`src/rtl/backprop_pkg.sv`:
```
// Shared types and helpers for the output-layer
// weight update sequencer.
package backprop_pkg;

  typedef enum logic [1:0] {
    S_IDLE,
    S_LOAD,
    S_UPDATE,
    S_DONE
  } state_e;

  // err = x - final needs one bit beyond the output width
  function automatic int err_width(input int f_w);
    return f_w + 1;
  endfunction

  // err * h plus headroom for the doubling shift
  function automatic int prod_width(input int f_w,
                                    input int h_w);
    return f_w + h_w + 2;
  endfunction

  // Clamp a wide signed value into a w-bit signed range
  function automatic logic signed [63:0] saturate(
    input logic signed [63:0] v,
    input int                 w
  );
    logic signed [63:0] hi;
    logic signed [63:0] lo;
    hi = (64'sd1 <<< (w - 1)) - 64'sd1;
    lo = -hi - 64'sd1;
    if (v > hi) return hi;
    if (v < lo) return lo;
    return v;
  endfunction

endpackage

```
`src/rtl/output_backprop_seq_weight_step.sv`:
```
// One saturating gradient step for a single weight.
// Purely combinational; shared across all indices.
module weight_step
  import backprop_pkg::*;
#(
  parameter int W_WIDTH  = 8,
  parameter int H_WIDTH  = 10,
  parameter int ERR_W    = 24,
  parameter int PROD_W   = 35,
  parameter int LR_SHIFT = 8
) (
  input  logic signed [ERR_W-1:0]   err_i,
  input  logic        [H_WIDTH-1:0] h_i,
  input  logic signed [W_WIDTH-1:0] w_i,
  output logic signed [W_WIDTH-1:0] w_new_o
);

  logic signed [PROD_W-1:0] err_x;
  logic signed [PROD_W-1:0] h_x;
  logic signed [PROD_W-1:0] prod;
  logic signed [PROD_W-1:0] delta;
  logic signed [PROD_W:0]   diff;
  logic signed [63:0]       diff_x;

  // delta = floor(2*err*h / 2^LR_SHIFT); w - delta clamped
  always_comb begin
    err_x = {{(PROD_W-ERR_W){err_i[ERR_W-1]}}, err_i};
    h_x   = {{(PROD_W-H_WIDTH){1'b0}}, h_i};
    prod  = err_x * h_x;
    delta = (prod <<< 1) >>> LR_SHIFT;
    diff  = $signed({{(PROD_W+1-W_WIDTH){w_i[W_WIDTH-1]}}, w_i})
          - $signed({delta[PROD_W-1], delta});
    diff_x = {{(63-PROD_W){diff[PROD_W]}}, diff};
    w_new_o = W_WIDTH'(saturate(diff_x, W_WIDTH));
  end

endmodule

```
`src/rtl/output_backprop_seq.sv`:
```
// Output-layer backprop sequencer: captures a pass,
// then updates one weight per cycle via weight_step.
module output_backprop_seq
  import backprop_pkg::*;
#(
  parameter int N_HIDDEN = 4,
  parameter int W_WIDTH  = 8,
  parameter int X_WIDTH  = 4,
  parameter int F_WIDTH  = 23,
  parameter int H_WIDTH  = 10,
  parameter int LR_SHIFT = 8
) (
  input  logic                          clk_i,
  input  logic                          rst_i,
  input  logic                          start_i,
  input  logic [X_WIDTH-1:0]            x_i,
  input  logic [F_WIDTH-1:0]            final_i,
  input  logic [N_HIDDEN*H_WIDTH-1:0]   hidden_val_i,
  input  logic [N_HIDDEN*W_WIDTH-1:0]   w_i,
  input  logic                          zero_weight_reset_i,
  output logic                          busy_o,
  output logic                          done_o,
  output logic                          valid_o,
  output logic [N_HIDDEN*W_WIDTH-1:0]   w_o
);

  localparam int ERR_W  = err_width(F_WIDTH);
  localparam int PROD_W = prod_width(F_WIDTH, H_WIDTH);
  localparam int IDX_W  =
    (N_HIDDEN > 1) ? $clog2(N_HIDDEN) : 1;
  localparam logic [IDX_W-1:0] LAST =
    IDX_W'(N_HIDDEN - 1);

  state_e                    state_q, state_d;
  logic [X_WIDTH-1:0]        x_q, x_d;
  logic [F_WIDTH-1:0]        f_q, f_d;
  logic [H_WIDTH-1:0]        h_q [N_HIDDEN];
  logic [H_WIDTH-1:0]        h_d [N_HIDDEN];
  logic signed [W_WIDTH-1:0] w_q [N_HIDDEN];
  logic signed [W_WIDTH-1:0] w_d [N_HIDDEN];
  logic signed [ERR_W-1:0]   err_q, err_d;
  logic [IDX_W-1:0]          idx_q, idx_d;
  logic                      valid_q, valid_d;
  logic signed [W_WIDTH-1:0] w_step;

  weight_step #(
    .W_WIDTH  (W_WIDTH),
    .H_WIDTH  (H_WIDTH),
    .ERR_W    (ERR_W),
    .PROD_W   (PROD_W),
    .LR_SHIFT (LR_SHIFT)
  ) u_step (
    .err_i   (err_q),
    .h_i     (h_q[idx_q]),
    .w_i     (w_q[idx_q]),
    .w_new_o (w_step)
  );

  // Next-state: clear, capture, error, per-index update
  always_comb begin
    state_d = state_q;
    x_d     = x_q;
    f_d     = f_q;
    h_d     = h_q;
    w_d     = w_q;
    err_d   = err_q;
    idx_d   = idx_q;
    valid_d = valid_q;
    if (zero_weight_reset_i) begin
      state_d = S_IDLE;
      x_d     = '0;
      f_d     = '0;
      for (int k = 0; k < N_HIDDEN; k++) begin
        h_d[k] = '0;
        w_d[k] = '0;
      end
      err_d   = '0;
      idx_d   = '0;
      valid_d = 1'b0;
    end else begin
      unique case (state_q)
        S_IDLE: begin
          if (start_i) begin
            x_d = x_i;
            f_d = final_i;
            for (int k = 0; k < N_HIDDEN; k++) begin
              h_d[k] = hidden_val_i[k*H_WIDTH +: H_WIDTH];
              w_d[k] = w_i[k*W_WIDTH +: W_WIDTH];
            end
            state_d = S_LOAD;
          end
        end
        S_LOAD: begin
          err_d = $signed(ERR_W'(x_q))
                - $signed(ERR_W'(f_q));
          idx_d   = '0;
          state_d = S_UPDATE;
        end
        S_UPDATE: begin
          w_d[idx_q] = w_step;
          if (idx_q == LAST) begin
            state_d = S_DONE;
            valid_d = 1'b1;
          end else begin
            idx_d = idx_q + IDX_W'(1);
          end
        end
        S_DONE: begin
          state_d = S_IDLE;
        end
        default: begin
          state_d = S_IDLE;
        end
      endcase
    end
  end

  // State and datapath registers
  always_ff @(posedge clk_i or negedge rst_i) begin
    if (!rst_i) begin
      state_q <= S_IDLE;
      x_q     <= '0;
      f_q     <= '0;
      for (int k = 0; k < N_HIDDEN; k++) begin
        h_q[k] <= '0;
        w_q[k] <= '0;
      end
      err_q   <= '0;
      idx_q   <= '0;
      valid_q <= 1'b0;
    end else begin
      state_q <= state_d;
      x_q     <= x_d;
      f_q     <= f_d;
      h_q     <= h_d;
      w_q     <= w_d;
      err_q   <= err_d;
      idx_q   <= idx_d;
      valid_q <= valid_d;
    end
  end

  assign busy_o  = (state_q != S_IDLE);
  assign done_o  = (state_q == S_DONE);
  assign valid_o = valid_q;

  for (genvar g = 0; g < N_HIDDEN; g++) begin : g_wo
    assign w_o[g*W_WIDTH +: W_WIDTH] = w_q[g];
  end

endmodule
```
`config.mk`:
```
export PLATFORM = sky130hd
export DESIGN_NAME = output_backprop_seq
export DESIGN_NICKNAME = d
export VERILOG_FILES = /design/src/rtl/backprop_pkg.sv /design/src/rtl/output_backprop_seq_weight_step.sv /design/src/rtl/output_backprop_seq.sv
export SDC_FILE = /design/constraint.sdc
export NUM_CORES = 1
export LEC_CHECK = 0
export CAP_MARGIN = 5
export CORE_ASPECT_RATIO = 1.2
export CORE_MARGIN = 1.5
export CORE_UTILIZATION = 45
export DETAILED_ROUTE_END_ITERATION = 16
export GPL_TIMING_DRIVEN = 0
export PLACE_DENSITY_LB_ADDON = 0.08
export SLEW_MARGIN = 25
export SYNTH_ARGS = -nofsm -noshare
export SYNTH_HDL_FRONTEND = slang
export SYNTH_SLANG_ARGS = --single-unit
```
`constraint.sdc`:
```
create_clock -name clk_i -period 15.2 [get_ports clk_i]
set_clock_uncertainty 0.2 [all_clocks]
set_input_delay 3.04 -clock clk_i [delete_from_list [all_inputs] [get_ports clk_i]]
set_output_delay 3.04 -clock clk_i [all_outputs]
set_load 0.02 [all_outputs]
```
# [After elaboration in Yosys (flattened, before gate mapping)]
# Index checks and enable logic that the tools add are counted.
# Widths: inputs -> output; s select.
[op_classes] n_addsub=3 multipliers=1 n_lt_le_gt_ge=4 n_eq_ne=7 mux=40 n_bitwise=1 reduce_logical=15
[ops] operator="$mux 40" count=3
[ops] operator="$mux 23" count=3
[ops] operator="$mux 32" count=2
[ops] operator="$pmux 32 s2" count=1
[ops] operator="$mux 8" count=7
[ops] operator="$mux 24" count=2
[ops] operator="$mul 24x11->34" count=1
[ops] operator="$bwmux 32" count=1
[ops] operator="$gt 28x8->1 const B" count=1
[ops] operator="$lt 28x8->1 const B" count=1
[ops] operator="$sub 8x27->28" count=1
[ops] operator="$sub 4x23->24" count=1
[ops] operator="$bmux 10 s2" count=1
[ops] operator="$mux 10" count=2
[ops] operator="$bmux 8 s2" count=1
[ops] operator="$demux 8 s2" count=1
[ops] operator="$mux 4" count=3
[ops] operator="$reduce_bool 2->1" count=6
[ops] operator="$mux 2" count=5
[ops] operator="$reduce_and 2->1" count=5
[ops] operator="$ne 3x3->1 const B" count=3
[ops] operator="$pmux 2 s4" count=1
[ops] operator="$eq 2x2->1 const B" count=3
[ops] operator="$mux 1" count=6
[ops] operator="other kinds (9)" count=10
[totals] ff_bits=128 input_bits=103 output_inout_bits=35 elab_cells=85

# [Longest topological paths before layout]
[depth] depth_word=14 mapped_depth=39 mapped_depth_nobuf=36

# [Modules after synthesis]
# Synthesis repeated with hierarchy kept, for this count alone.
[hier_totals] hier_cells=1627 area_unflattened_um2=15823.9
[modules_own_cells] module="weight_step" instances=1 cells_each=1091 area_per_inst_um2=9414.0 seq_area_each_um2=0.0
[modules_own_cells] module="output_backprop_seq" instances=1 cells_each=536 area_per_inst_um2=6409.9 seq_area_each_um2=3203.1

# [Worst setup path after synthesis]
# No wires, ideal clock.
[synth_path] path_type="flip-flop to flip-flop" startpoint="reg idx_q[0]" endpoint="reg w_q, in the netlist w_o[24]" setup_ps=147 arrival_time_ps=8986 required_time_ps=14853 setup_slack_ps=5867 path_stages_with_launch=36 n_path_buf=2 period_less_slack_ps=9333 path_cell_list="dfrtp_1 > buf_2 > mux4_2 > clkbuf_1 > and2_1 > fa_1 > inv_1 > fa_1 > inv_1 > fa_1 > fa_1 > inv_1 > fa_1 > inv_1 > ha_1 > nand3_1 > o22ai_1 > or3_1 > a21oi_1 > nor2b_1 > o21a_1 > o21a_1 > o21a_1 > nor2_1 > xor2_1 > ha_1 > a21oi_1 > o21ai_0 > a221oi_2 > o21ai_1 > or4_1 > a2111oi_0 > and4b_1 > a21oi_4 > nor2b_4 > o221ai_1"
[synth_via] elab_chain_cells=14 word_cells_on_any_way=25 classes_between="add/sub: 1; mul: 1; order compare: 4; mux: 17; bitwise: 1; reduce/logical: 1"
[synth_lines] item="from (decl)" line="output_backprop_seq.sv:42" rtl="logic [IDX_W-1:0] idx_q, idx_d;"
[synth_lines] item="from (signal assigned)" line="output_backprop_seq.sv:138" rtl="idx_q <= idx_d;"
[synth_lines] item="$not 2->3 (not written as such) *" line="output_backprop_seq.sv:54, output_backprop_seq.sv:55, output_backprop_seq.sv:100"
[synth_lines] item="$bmux 10 s2" line="output_backprop_seq.sv:54" rtl=".h_i (h_q[idx_q]),"
[synth_lines] item="$mux 10 (not written as such) (2 in a row)" line="output_backprop_seq.sv:54"
[synth_lines] item="$mul 24x11->34" line="output_backprop_seq_weight_step.sv:29" rtl="prod = err_x * h_x;"
[synth_lines] item="$sub 8x27->28" line="output_backprop_seq_weight_step.sv:32" rtl="- $signed({delta[PROD_W-1], delta});"
[synth_lines] item="$lt 28x8->1" line="backprop_pkg.sv:33" rtl="if (v < lo) return lo;"
[synth_lines] item="$mux 1 (2 in a row)" line="backprop_pkg.sv:33"
[synth_lines] item="$mux 8" line="backprop_pkg.sv:34" rtl="return v;"
[synth_lines] item="$mux 8" line="backprop_pkg.sv:33"
[synth_lines] item="$bwmux 32 *" line="output_backprop_seq.sv:100" rtl="w_d[idx_q] = w_step;"
[synth_lines] item="$pmux 32 s2 *" line="output_backprop_seq.sv:81" rtl="unique case (state_q)"
[synth_lines] item="$mux 32 *" line="output_backprop_seq.sv:69" rtl="if (zero_weight_reset_i) begin"
[synth_lines] item="to (signal assigned)" line="output_backprop_seq.sv:136" rtl="w_q <= w_d;"
[synth_lines] item="to (decl)" line="output_backprop_seq.sv:39" rtl="logic signed [W_WIDTH-1:0] w_q [N_HIDDEN];"
# Every way passes the cells marked *; elsewhere a longest branch is shown, timed or not. The select of a mux whose other input is x is not followed.
# A chain may end at the register's enable or synchronous reset.

# [Worst setup path in the final report]
[layout_path] startpoint="reg idx_q[1]" endpoint="reg w_q, in the netlist w_o[18]"
# The elaborated chain is that of the path after synthesis.

==> impl_metrics.yaml <==
timing:
  timing_max_transition_violations_final: 0
  max_freq_ghz: 0.08921
  period_share_pct: 73.75
  slew_headroom_pct: 39.96
  slew_of_the_pin_with_the_lowest_slew_margin_ns: 0.9006
  fin_tns_setup_ns: 0
  post-route-min-period_ns: 11.21
  timing_hold_violations_final: 0
  layout_setup_ws_ns: 3.990
  setup_viol: 0
  grt_setup_unrepaired: "false"
cts:
  cts.clk_slew.worst_paths_ns: 0.06
  clock_sink_count: 128
  postCtsSetupBuffers: 0
  post_cts.resized_instances: 0
  max_buffers_root_to_sink: 2
  cts_tree: "yes"
  numCtsBuffers: 17
  clock_latency_ns: 0.44
  cts_root_buf: "sky130_fd_sc_hd__clkbuf_16"
  postCtsHoldBufs: 0
  htree_num_levels: 4
drt:
  detail_route.drc_violations: 0
  drt_wl_total_um: 45710
  route.detailed.wl_per_inst_um: 18.57
  postRouteAntennaNets: 0
  first_pass_iters: 5
  drt_via_density: 5.293
  total_via_count_after_detailed_routing: 13030
  detailed_router_s_first_iteration_violation_count: 627
power:
  leakagePower_nw: 8.798
  p_sw_mw: 2.031
  ir_drop_mv: 0.1192
  swShare_pct: 52.88
  power_density_nw_per_um2: 203.5
  comb_power_share_pct: 75.1
  power_report.internal_total_mw: 1.810
  clock_power_share_pct: 11.9
  power.share.sequential_pct: 13.0
synthesis:
  synth-seq-cells: 128
  sequential_fraction_of_the_synthesis_area_pct: 19.72
  synthCells: 1823
  synth.cell_area_um2: 16240
  async_reset_ff_share_pct: 100.0
  synth_cell_types: 69
  netlist.area_leader.share_pct: 25.51
  synth.avg_cell_area_um2: 8.910
  count_of_flip_flops_with_a_built_in_enable_after_synthesis: 0
  synthesis.nets: 2243
  synth.yosys.warnings: 0
  synth_top_area_cell: "sky130_fd_sc_hd__fa_1"
  synth_top_flop_cell: "sky130_fd_sc_hd__dfrtp_1"
  synth_area_leaders: "sky130_fd_sc_hd__fa_1 (26%), sky130_fd_sc_hd__dfrtp_1 (20%), sky130_fd_sc_hd__ha_1 (8.5%)"
critical_path:
  critical_path.endpoint_type: "flop"
  r2r_end: "w_o[18]"
  worstSetupPathType: "reg2reg"
  setup.worst_path.start_class: "flop"
  start_of_the_worst_register_to_register_path: "idx_q[1]"
  critical_path.most_common_cell: "sky130_fd_sc_hd__fa_1"
  reg2regPathDepth: 35
  crit_required_ns: 15.27
  timing.critical_path.fanout_max: 10
  timing.critical_path.slowest_cell_delay_ns: 0.71
  timing.critical_path.arrival_ns: 11.28
  critical_path_destination: "w_o[18]"
  cp-startpoint: "idx_q[1]"
  rrSetupSlack_ns: 3.99
  critical_path.slowest_cell: "sky130_fd_sc_hd__clkbuf_1"
floorplanning:
  core.rowCount: 76
  starting_density_pct: 45.43
  coreArea_um2: 35750
  fp.dieArea_um2: 37250
  die_width_um: 176.4
  die_y_um: 211.1
  io_pins: 138
run_status:
  run_status: "finished clean"
hold_path:
  worst_hold_path_type: "reg2reg"
final_layout:
  final_layout_size_suffix_gt1_share_pct: 4.920
  flow.area_growth_from_synthesis_pct: 16.21
  fill_cells: 3407
  mostFrequentLayoutCell: "sky130_fd_sc_hd__nand2_1"
  nets: 2399
  most-common-layout-cells: "sky130_fd_sc_hd__nand2_1 (347), sky130_fd_sc_hd__inv_1 (241), sky130_fd_sc_hd__fa_1 (207), sky130_fd_sc_hd__clkdlybuf4s50_1 (135), sky130_fd_sc_hd__dfrtp_1 (128)"
  utilization_pct: 52.79
placement:
  detailed_place_hpwl_um: 37120
  gp_congestion: 0.8876
  place.port_buffers: 136
  dp_worst_setup_slack_ns: 4.021
grt:
  number_of_global_route_vias_before_repair: 14070
  initial_antenna_violation_count: 1
  use_met3_pct: 2.592
  grt_start_max_net_pins: 79
  grt-busiest-layer: "met2"
  globalRouteTotalUtil_pct: 25.90
  grt_pass1_wl_um: 73990
  grt_overflow_total: 0
  grt.met2_usage_pct: 47.04
  groute.layer.met1.usage_pct: 31.49
job:
  drv_cap: 0
## stage by stage
step	hold slack, ns	cell area, um2	power (mW)	cells
floorplan	0.2843	16240	2.595	1823
global placement	0.2918	18190	3.345	2427
detailed placement	0.2996	18220	3.373	2428
CTS	0.3110	18870	3.853	2460
global route	0.3393	18870	4.202	2460
finish	0.3030	18880	3.841	2461
## worst min-delay path by stage
stage,endpoint,startpoint,cells after the start,slack [ns]
floorplan,err_q[10],err_q[10],2,0.28
global route,h_q[24],h_q[24],2,0.34
finish,valid_o,valid_o,2,0.30
CTS,valid_o,valid_o,2,0.31
detailed placement,valid_o,valid_o,2,0.30
global placement,w_o[25],w_o[25],2,0.29
## power groups by stage
stage	Combinational, mW	Clock, mW	Sequential [mW]
2_1_floorplan	2.09	0	0.509
3_3_place_gp	2.84	0	0.501
3_5_place_dp	2.87	0	0.503
4_1_cts	2.89	0.463	0.498
5_1_grt	3.22	0.474	0.509
6_report	2.89	0.456	0.499
## critical path, delay by kind of cell, from the launching register on
family,cells,cell delay [ns]
AOI/OAI and AO/OA,13,3.06
xor gates and xnor gates,1,0.16
adders and majority gates,7,3.10
buffers and inverters,5,1.30
DFF,1,0.48
muxes,1,0.55
and+or+nand+nor,8,2.17
## synth_stat cells (all sizes together), types with 22 or more instances
| cell type | n |
|---|---|
| xor2 | 31 |
| fa | 207 |
| nor2 | 82 |
| xnor2 | 39 |
| a21o | 24 |
| inv | 241 |
| ha | 110 |
| a21oi | 118 |
| clkbuf | 83 |
| and2 | 123 |
| dfrtp | 128 |
| mux2i | 22 |
| o21ai | 28 |
| nor3 | 28 |
| nand2 | 347 |
| o221ai | 28 |
## flip-flops by register name, summed over array words and instances (netlist names)
signal and flops:
idx_q 2, h_q 40, state_q 2, f_q 23, x_q 4, valid_o 1, err_q 24, w_o 32
## cell families (layout without fill, tap and decap cells)
kind of cell / after synthesis / in the layout / synth area share (%)
XOR/XNOR: 70 / 70 / 3.774
flip-flops: 128 / 128 / 19.72
AO/OA/AOI/OAI: 264 / 264 / 11.28
buffers and inverters: 338 / 507 / 8.026
multiplexers: 40 / 40 / 3.851
other: 0 / 1 / 0
adder cells (fa/ha/maj): 317 / 317 / 33.99
AND/OR/NAND/NOR: 666 / 666 / 19.36
## final cells by class
type / count / area (um2) / share of cell area (%)
inverter: 241 / 904.6 / 4.793
multi-input combinational: 1357 / 11740 / 62.18
sequential: 128 / 3203 / 16.97
tap: 468 / 585.6 / 3.102
timing repair buffer: 137 / 1394 / 7.384
clock inverter: 13 / 207.7 / 1.100
buffer: 97 / 399.1 / 2.115
antenna: 1 / 2.502 / 0.01326
clock buffer: 19 / 442.9 / 2.347
## metal layers
layer  up-vias  routed length (um)
li1       6190                   -
met1      6499               19000
met5         -                   0
met3        71                1403
met2       266               23730
met4         0                1577
No activity file was read; power rests on OpenSTA's default activity.
